===== src/rtl/led_throbber_if.sv =====
// ============================================================================
// Module   : led_throbber_if
// Purpose  : Config write port, sync strobe and LED/tick outputs of led_throbber.
// Revision : 1.0  initial release
// ============================================================================
`default_nettype none

interface led_throbber_if #(
  parameter int CHANNELS = 4,
  parameter int PERIOD_W = 16
) ();
  logic                wr_en;
  logic [3:0]          wr_chan;
  logic [1:0]          wr_mode;
  logic [PERIOD_W-1:0] wr_half;
  logic                sync;
  logic                tick;
  logic [CHANNELS-1:0] led;

  modport master (
    output wr_en, wr_chan, wr_mode, wr_half, sync,
    input  tick, led
  );

  modport slave (
    input  wr_en, wr_chan, wr_mode, wr_half, sync,
    output tick, led
  );
endinterface

`default_nettype wire


===== src/rtl/led_throbber.sv =====
// ============================================================================
// Module   : led_throbber
// Purpose  : Multi-channel LED driver (OFF/ON/BLINK/BREATHE) with shared tick.
//            Optional macro LED_THROBBER_BREATHE_EN enables the BREATHE mode.
// Revision : 1.0  initial release
// ============================================================================
`default_nettype none

module led_throbber #(
  parameter int CHANNELS     = 4,
  parameter int CLOCK_HZ     = 12_000_000,
  parameter int TICK_HZ      = 1000,
  parameter int PERIOD_W     = 16,
  parameter int PWM_W        = 8,
  parameter int DEFAULT_HALF = 499
) (
  input  logic         clock,
  input  logic         reset,
  led_throbber_if.slave bus
);

  typedef enum logic [1:0] {
    MODE_OFF     = 2'b00,
    MODE_ON      = 2'b01,
    MODE_BLINK   = 2'b10,
    MODE_BREATHE = 2'b11
  } mode_e;

  localparam int c_div     = CLOCK_HZ / TICK_HZ;
  localparam int c_presc_w = (c_div > 1) ? $clog2(c_div) : 1;
  localparam logic [c_presc_w-1:0] c_presc_max = c_presc_w'(c_div - 1);

  if (c_div < 2 || CHANNELS < 1 || CHANNELS > 16 || PWM_W < 1) begin : g_bad_params
    $error("led_throbber: illegal parameter combination");
  end

  logic [c_presc_w-1:0]               presc_q, presc_d;
  logic                               tick_q, tick_d;
  logic [CHANNELS-1:0][1:0]           mode_q, mode_d;
  logic [CHANNELS-1:0][PERIOD_W-1:0]  half_q, half_d;
  logic [CHANNELS-1:0][PERIOD_W-1:0]  cnt_q, cnt_d;
  logic [CHANNELS-1:0]                state_q, state_d;
  logic [CHANNELS-1:0]                led_q, led_d;
  logic                               wr_hit;
  logic                               active;
`ifdef LED_THROBBER_BREATHE_EN
  logic [PWM_W-1:0]                   pwm_q, pwm_d;
  logic [CHANNELS-1:0][PWM_W-1:0]     level_q, level_d;
  logic [CHANNELS-1:0]                fall_q, fall_d;
`endif

  always_comb begin
    presc_d = presc_q + 1'b1;
    tick_d  = 1'b0;
    if (presc_q == c_presc_max) begin
      presc_d = '0;
      tick_d  = 1'b1;
    end
    mode_d  = mode_q;
    half_d  = half_q;
    cnt_d   = cnt_q;
    state_d = state_q;
    led_d   = '0;
    wr_hit  = 1'b0;
    active  = 1'b0;
`ifdef LED_THROBBER_BREATHE_EN
    pwm_d   = pwm_q + 1'b1;
    level_d = level_q;
    fall_d  = fall_q;
`endif
    for (int i = 0; i < CHANNELS; i++) begin
      wr_hit = bus.wr_en && (bus.wr_chan == 4'(i));
`ifdef LED_THROBBER_BREATHE_EN
      active = (mode_q[i] == MODE_BLINK) || (mode_q[i] == MODE_BREATHE);
`else
      active = (mode_q[i] == MODE_BLINK);
`endif
      // A clear (write, sync, or a static mode) always beats a tick step.
      if (!active || wr_hit || bus.sync) begin
        cnt_d[i]   = '0;
        state_d[i] = 1'b0;
`ifdef LED_THROBBER_BREATHE_EN
        level_d[i] = '0;
        fall_d[i]  = 1'b0;
`endif
      end else if (tick_d) begin
        if (cnt_q[i] >= half_q[i]) begin
          cnt_d[i] = '0;
          if (mode_q[i] == MODE_BLINK) begin
            state_d[i] = ~state_q[i];
          end
`ifdef LED_THROBBER_BREATHE_EN
          else if (!fall_q[i]) begin
            level_d[i] = level_q[i] + 1'b1;
            if (level_d[i] == '1) fall_d[i] = 1'b1;
          end else begin
            level_d[i] = level_q[i] - 1'b1;
            if (level_d[i] == '0) fall_d[i] = 1'b0;
          end
`endif
        end else begin
          cnt_d[i] = cnt_q[i] + 1'b1;
        end
      end
      if (wr_hit) begin
        mode_d[i] = bus.wr_mode;
        half_d[i] = bus.wr_half;
      end
      case (mode_d[i])
        MODE_OFF:   led_d[i] = 1'b0;
        MODE_ON:    led_d[i] = 1'b1;
        MODE_BLINK: led_d[i] = state_d[i];
`ifdef LED_THROBBER_BREATHE_EN
        default:    led_d[i] = (pwm_d < level_d[i]);
`else
        default:    led_d[i] = 1'b1;
`endif
      endcase
    end
  end

  always_ff @(posedge clock or posedge reset) begin
    if (reset) begin
      presc_q   <= '0;
      tick_q    <= 1'b0;
      mode_q    <= '0;
      mode_q[0] <= MODE_BLINK;
      half_q    <= '0;
      half_q[0] <= PERIOD_W'(DEFAULT_HALF);
      cnt_q     <= '0;
      state_q   <= '0;
      led_q     <= '0;
`ifdef LED_THROBBER_BREATHE_EN
      pwm_q     <= '0;
      level_q   <= '0;
      fall_q    <= '0;
`endif
    end else begin
      presc_q   <= presc_d;
      tick_q    <= tick_d;
      mode_q    <= mode_d;
      half_q    <= half_d;
      cnt_q     <= cnt_d;
      state_q   <= state_d;
      led_q     <= led_d;
`ifdef LED_THROBBER_BREATHE_EN
      pwm_q     <= pwm_d;
      level_q   <= level_d;
      fall_q    <= fall_d;
`endif
    end
  end

  assign bus.tick = tick_q;
  assign bus.led  = led_q;

endmodule

`default_nettype wire

===== src/flat_wrapper.sv =====
// flat-port wrapper written by rule: the top's interface ports become plain ports
module led_throbber_flat 
#(
  parameter int CHANNELS     = 4,
  parameter int CLOCK_HZ     = 12_000_000,
  parameter int TICK_HZ      = 1000,
  parameter int PERIOD_W     = 16,
  parameter int PWM_W        = 8,
  parameter int DEFAULT_HALF = 499
)
  (clock, reset, bus_wr_en, bus_wr_chan, bus_wr_mode, bus_wr_half, bus_sync, bus_tick, bus_led);
  led_throbber_if #(.CHANNELS(CHANNELS), .PERIOD_W(PERIOD_W)) bus_i ();
  input  logic clock;
  input  logic reset;
  input wire logic [$bits(bus_i.wr_en)-1:0] bus_wr_en;
  input wire logic [$bits(bus_i.wr_chan)-1:0] bus_wr_chan;
  input wire logic [$bits(bus_i.wr_mode)-1:0] bus_wr_mode;
  input wire logic [$bits(bus_i.wr_half)-1:0] bus_wr_half;
  input wire logic [$bits(bus_i.sync)-1:0] bus_sync;
  output wire logic [$bits(bus_i.tick)-1:0] bus_tick;
  output wire logic [$bits(bus_i.led)-1:0] bus_led;
  assign bus_i.wr_en = bus_wr_en;
  assign bus_i.wr_chan = bus_wr_chan;
  assign bus_i.wr_mode = bus_wr_mode;
  assign bus_i.wr_half = bus_wr_half;
  assign bus_i.sync = bus_sync;
  assign bus_tick = bus_i.tick;
  assign bus_led = bus_i.led;
  led_throbber #(.CHANNELS(CHANNELS), .CLOCK_HZ(CLOCK_HZ), .TICK_HZ(TICK_HZ), .PERIOD_W(PERIOD_W), .PWM_W(PWM_W), .DEFAULT_HALF(DEFAULT_HALF)) u_core (.clock(clock), .reset(reset), .bus(bus_i));
endmodule

===== config.mk =====
export PLATFORM = sky130hd
export DESIGN_NAME = led_throbber_flat
export DESIGN_NICKNAME = d
export VERILOG_FILES = /design/src/rtl/led_throbber_if.sv /design/src/rtl/led_throbber.sv /design/src/flat_wrapper.sv
export SDC_FILE = /design/constraint.sdc
export NUM_CORES = 1
export LEC_CHECK = 0
export ABC_CLOCK_PERIOD_IN_PS = 7450
export CAP_MARGIN = 30
export CORE_MARGIN = 1.5
export CORE_UTILIZATION = 65
export CTS_BUF_LIST = sky130_fd_sc_hd__clkbuf_8
export DETAILED_ROUTE_END_ITERATION = 12
export MAX_ROUTING_LAYER = met4
export PLACE_DENSITY = 0.83
export SETUP_SLACK_MARGIN = 0.2
export SLEW_MARGIN = 30
export SYNTH_ARGS = -nofsm -noshare
export SYNTH_HDL_FRONTEND = slang
export SYNTH_SLANG_ARGS = --single-unit

===== constraint.sdc =====
create_clock -name clock -period 7.45 [get_ports clock]
set_input_delay 1.1175 -clock clock [delete_from_list [all_inputs] [get_ports clock]]
set_output_delay 1.1175 -clock clock [all_outputs]
set_load 0.05 [all_outputs]

=== Yosys cells after proc, flatten, opt, wreduce, memory -nomap -nowiden ===
Cells that the tools add are included.

* Latch bits: 0
* Memory bits (read-only): 0
* Memories: 0
* Logic and storage cells: 104
* Memory bits (writable): 0
* Output and inout bits: 5
* Register bits after elaboration: 159

* Multipliers: 0
* Add/subtract/negate cells: 5
* Mux-type cells: 38
* Bitwise gates (word level): 4
* Equal/unequal tests: 12
* $lt $le $gt $ge: 4
* Reduce and logical (&&, ||, !) cells: 25
* Divide/modulo/power cells: 0
* Shift operators: 0

{| class="wikitable"
|+ Operators with widths
! cell !! number
|-
| $mux W16 || 12
|-
| $add A16 B1 Y16 const B || 4
|-
| $ge A16 B16 Y1 || 4
|-
| $mux W1 || 17
|-
| $eq A2 B2 Y1 const B || 8
|-
| $add A14 B1 Y14 const B || 1
|-
| $eq A14 B14 Y1 const B || 1
|-
| $mux W14 || 1
|-
| $eq A4 B2 Y1 const B || 2
|-
| $logic_not A2 Y1 || 4
|-
| $logic_or A1 B1 Y1 || 8
|-
| $mux W2 || 4
|-
| $pmux W1 S2 || 4
|-
| $reduce_bool A2 Y1 || 4
|-
| $eq A4 B1 Y1 const B || 1
|-
| $logic_and A1 B1 Y1 || 4
|-
| $logic_not A1 Y1 || 4
|-
| $logic_not A4 Y1 || 1
|-
| $not A1 Y1 || 4
|}

=== Logic depth before layout (Yosys ltp) ===
* Depth in word-level cells: 6
* Mapped depth: 9
* Mapped depth without buffers: 8

=== Worst setup path after synthesis ===
Ideal clock, no wire load.

* Path kind: input-to-reg
* From: input port bus_wr_chan[0]
* To: register u_core.cnt_q[4] (netlist name)
* Path slack: 4.566 ns
* Path buffers: 0
* Data required time: 7.326 ns
* Stages on the path: 6
* Arrival: 2.760 ns
* Path through: or4b_2 > o21ai_0 > nor2_1 > nand4_1 > nor3_1 > a211o_1

* Cells in the longest elaborated chain, start to end: 5
* Elaborated cells on any way between the ends: 6
* Classes of those cells: 1 x mux; 5 x reduce/logical

{| class="wikitable"
|+ Ends and longest elaborated chain
! item !! RTL line !! RTL
|-
| from (decl) || flat_wrapper.sv:16 || <nowiki>input wire logic [$bits(bus_i.wr_chan)-1:0] bus_wr_chan;</nowiki>
|-
| $logic_not A4 Y1 (*) || led_throbber.sv:72 || <nowiki>wr_hit = bus.wr_en && (bus.wr_chan == 4'(i));</nowiki>
|-
| $logic_and A1 B1 Y1 (*) || led_throbber.sv:72 ||
|-
| $logic_or A1 B1 Y1 (*) (2 in series) || led_throbber.sv:79 || <nowiki>if (!active || wr_hit || bus.sync) begin</nowiki>
|-
| $mux W16 or $reduce_bool A2 Y1 (tied branches) || -- ||
|-
| to (signal assigned) || led_throbber.sv:143 || <nowiki>cnt_q <= cnt_d;</nowiki>
|-
| to (decl) || led_throbber.sv:41 || <nowiki>logic [CHANNELS-1:0][PERIOD_W-1:0] cnt_q, cnt_d;</nowiki>
|}

Mark *: on every way between the ends. The rest lies on a longest branch, timed or not.
A chain may end at the register's enable or synchronous reset.

=== Worst setup path after layout ===
* From: input port bus_wr_chan[0]
* To: register u_core.cnt_q[45] (netlist name)

* Cells in the longest elaborated chain, start to end: 5
* Elaborated cells on any way between the ends: 6
* Classes of those cells: 1 x eq/ne; 1 x mux; 4 x reduce/logical

{| class="wikitable"
|+ Ends and longest elaborated chain
! item !! RTL line
|-
| $eq A4 B2 Y1 (*) || led_throbber.sv:72
|-
| $logic_and A1 B1 Y1 (*) || led_throbber.sv:72
|-
| $logic_or A1 B1 Y1 (*) (2 in series) || led_throbber.sv:79
|-
| $mux W16 or $reduce_bool A2 Y1 (tied branches) || --
|}

Marks and branches as above.

==> out/results.ini <==
[detailed_routing]
vias_per_cell = 6.044
drtIter0Drc = 535
dr_total_vias = 6395
wl_per_cell_um = 17.88
firstDrtPassIters = 5
m1WireLength_um = 8162
wl_met2_um = 8999
routed.top_layer = met4
wirelength_um = 18920
wl_met3_um = 1232
route.detailed.drc = 0
ant_nets = 0

[synth]
ys_types = 60
synth_cells = 841
synth_area_leaders = dfrtp_1, ha_1, mux2_2
yosysTopAreaCell = dfrtp_1
synth_seq_cells = 159
avgSynthCellArea_um2 = 10.10
yosysMostFrequentCell = dfrtp_1
synth_enable_flop_cells = 0
syn-num-nets = 936
async_flop_share = 1.000
synth_area_mm2 = 0.008497
synth_top_area_frac = 0.4447
yosys_warnings = 0
ys_seq_area_frac = 0.4694
synthFlopType = dfrtp_1
yosys-top-cells-count = dfrtp_1, nor2_1, nand2_1

[hold_path]
holdPathStages = 1
min_from = u_core.presc_q[0]
holdPathEnd = u_core.presc_q[0]
hold_path_class = reg2reg

[clock_tree]
cts_setup_buffers = 0
cts-resized-gates = 0
hold_buffers = 0
cts_root_buffer = clkbuf_8
cts_buffers = 17
cts_tree = built
cts.clk_slew.worst_paths_ns = 0.08
cts.sinks = 159
insertion_delay_ns = 0.46
clockBufferDepth = 2
htreeDepth = 4

[worst_setup_path]
r2r_slack_ns = 4.61
critPathMaxFanout = 6
r2r_start = u_core.presc_q[5]
r2r_cells = 7
timing.rr.end = u_core.cnt_q[31]
worstSetupEndpointType = flop
worst_setup_path_start_kind = input port
critPathKind = in2reg
required_ns = 7.79
critical_path_arrival_ns = 3.60

[place]
globalplace.congestion = 0.8223
portBuffers = 30
place_area_mm2 = 0.008942
hpwlAfterDp_um = 13630

[timing]
timing.fmax_mhz = 306.8
hold_viol = 0
tightest_slew_ns = 0.9640
relSlewSlack = 0.3515
setup_tns_ns = 0
fin_crit_ns = 3.260
finalSetupViolCount = 0
grt_setup_unrepaired = no
slew_violations = 0
fin_worst_skew_ns = 0.008322
min_period_over_period = 0.4376

[grt]
grtUsageTotal = 0.3031
grt_pass1_vias = 6488
overflow = 0
grt_max_degree = 90
antenna_found_initial = 0
grt_pass1_wl_um = 32080

[floorplan]
die_h_um = 117.3
core-area_mm2 = 0.01267
io_pins = 31
start_util = 0.6706
die_area_mm2 = 0.01377
die_w_um = 117.3
rows = 41

[final_layout]
multi_input_area_mm2 = 0.004156
syn2layout_area_growth_pct = 9.616
register_area_mm2 = 0.003989
n_antenna_cell = 0
fill_cells = 898
final_area_mm2 = 0.009314
nNetsFinal = 968
layout-drive-gt1-share = 0.1185

[power_and_ir_drop]
power.leakage_nw = 4.227
intPower_mw = 1.380
comb_power_share = 0.175
irDropWorstVdd_mv = 0.1291
clockPowerShare = 0.304
switching_share = 0.2906
p_switching_uw = 565.2
pwr-share-seq = 0.520
power_density_mw_per_mm2 = 208.8

[outcome]
status = finished, final reports clean

[job]
max_cap_violations = 0

-- worst max-delay path, cell delays in order --
cell and delay, ns:
clkdlybuf4s50_1 0.45, or4b_2 0.77, o21ai_1 0.57, o21a_1 0.33, nand4_1 0.14, xor2_1 0.16, nor2_1 0.06
-- sequential cells by signal (all words and copies together) (netlist names) --
register	cells
u_core.mode_q	8
u_core.half_q	64
u_core.bus.led	4
u_core.bus.tick	1
u_core.state_q	4
u_core.cnt_q	64
u_core.presc_q	14
-- routing by layer --
layer	vias to the layer above	GRT usage
li1	2976	-
met1	3170	0.3893
met2	202	0.4794
met3	47	0.06372
met4	0	0.1096
met5	-	-
-- cells in the final DEF (no fill, tap or decap), drive strengths merged, types with 3 or more instances in the layout --
| cell | instances |
|---|---|
| and3 | 11 |
| nor3b | 11 |
| or2 | 6 |
| nor3 | 5 |
| and4 | 10 |
| a211o | 5 |
| nand2b | 6 |
| a31oi | 4 |
| nor2 | 85 |
| or4 | 3 |
| mux2 | 42 |
| nand2 | 79 |
| dfrtp | 151 |
| a21oi | 34 |
| o21ai | 61 |
| a21o | 9 |
| xor2 | 31 |
| nand3 | 30 |
| ha | 69 |
| dfstp | 8 |
| o21bai | 4 |
| clkinv | 9 |
| nand4 | 20 |
| a211oi | 3 |
| nor4b | 6 |
| xnor2 | 26 |
| a2111oi | 3 |
| clkdlybuf4s50 | 30 |
| clkbuf | 19 |
| inv | 74 |
| o21a | 4 |
-- area by class of cell --
cell class,instances,area share
flip-flops and latches,159,0.4283
clock inverters,13,0.01075
clock buffers,19,0.02808
multi-input cells,592,0.4463
well taps,172,0.02311
repair buffers,31,0.03345
inverters,72,0.03009
-- cell families (layout without fill, tap and decap cells) --
family                   count (synthesis)  in the layout  share of synthesized area
XOR/XNOR                                57             57                    0.05875
AND/OR/NAND/NOR                        287            287                     0.1755
buffers and inverters                   90            135                    0.04315
flip-flops                             159            159                     0.4694
AO/OA/AOI/OAI                          137            137                    0.09586
multiplexers                            42             42                    0.05566
adder cells (fa/ha/maj)                 69             69                     0.1016
-- through the flow --
| stage | setup slack, ns | hold WS, ns | power, mW | util | std cells |
|---|---|---|---|---|---|
| 6_report | 4.190 | 0.4755 | 1.945 | 0.7351 | 1058 |
| 5_1_grt | 4.081 | 0.5136 | 2.039 | 0.7351 | 1058 |
| 4_1_cts | 4.094 | 0.4825 | 1.948 | 0.7343 | 1058 |
| 3_5_place_dp | 3.599 | 0.4740 | 1.365 | 0.7057 | 1026 |
| 3_3_place_gp | 3.680 | 0.4468 | 1.335 | 0.7054 | 1026 |
| 2_1_floorplan | 2.054 | 0.4329 | 1.250 | - | 841 |
-- power groups by stage --
stage | Combinational, mW | Clock (mW) | Sequential, mW
floorplan | 0.222 | 0 | 1.03
global route | 0.385 | 0.632 | 1.02
CTS | 0.341 | 0.596 | 1.01
global placement | 0.314 | 0 | 1.02
detailed placement | 0.337 | 0 | 1.03
finish | 0.341 | 0.592 | 1.01
-- worst max-delay path by stage --
stage / start / endpoint / cells past startpoint
after global routing: bus_wr_chan[0] / u_core.cnt_q[43] / 7
final: bus_wr_chan[0] / u_core.cnt_q[45] / 7
after global placement: bus_wr_chan[0] / u_core.bus.led[0] / 5
after CTS: bus_wr_chan[0] / u_core.bus.led[0] / 5
after detailed placement: bus_wr_chan[0] / u_core.bus.led[0] / 5
after floorplan: reset / u_core.bus.led[0] / 1
Note: power is estimated with default switching activity, not from simulation.
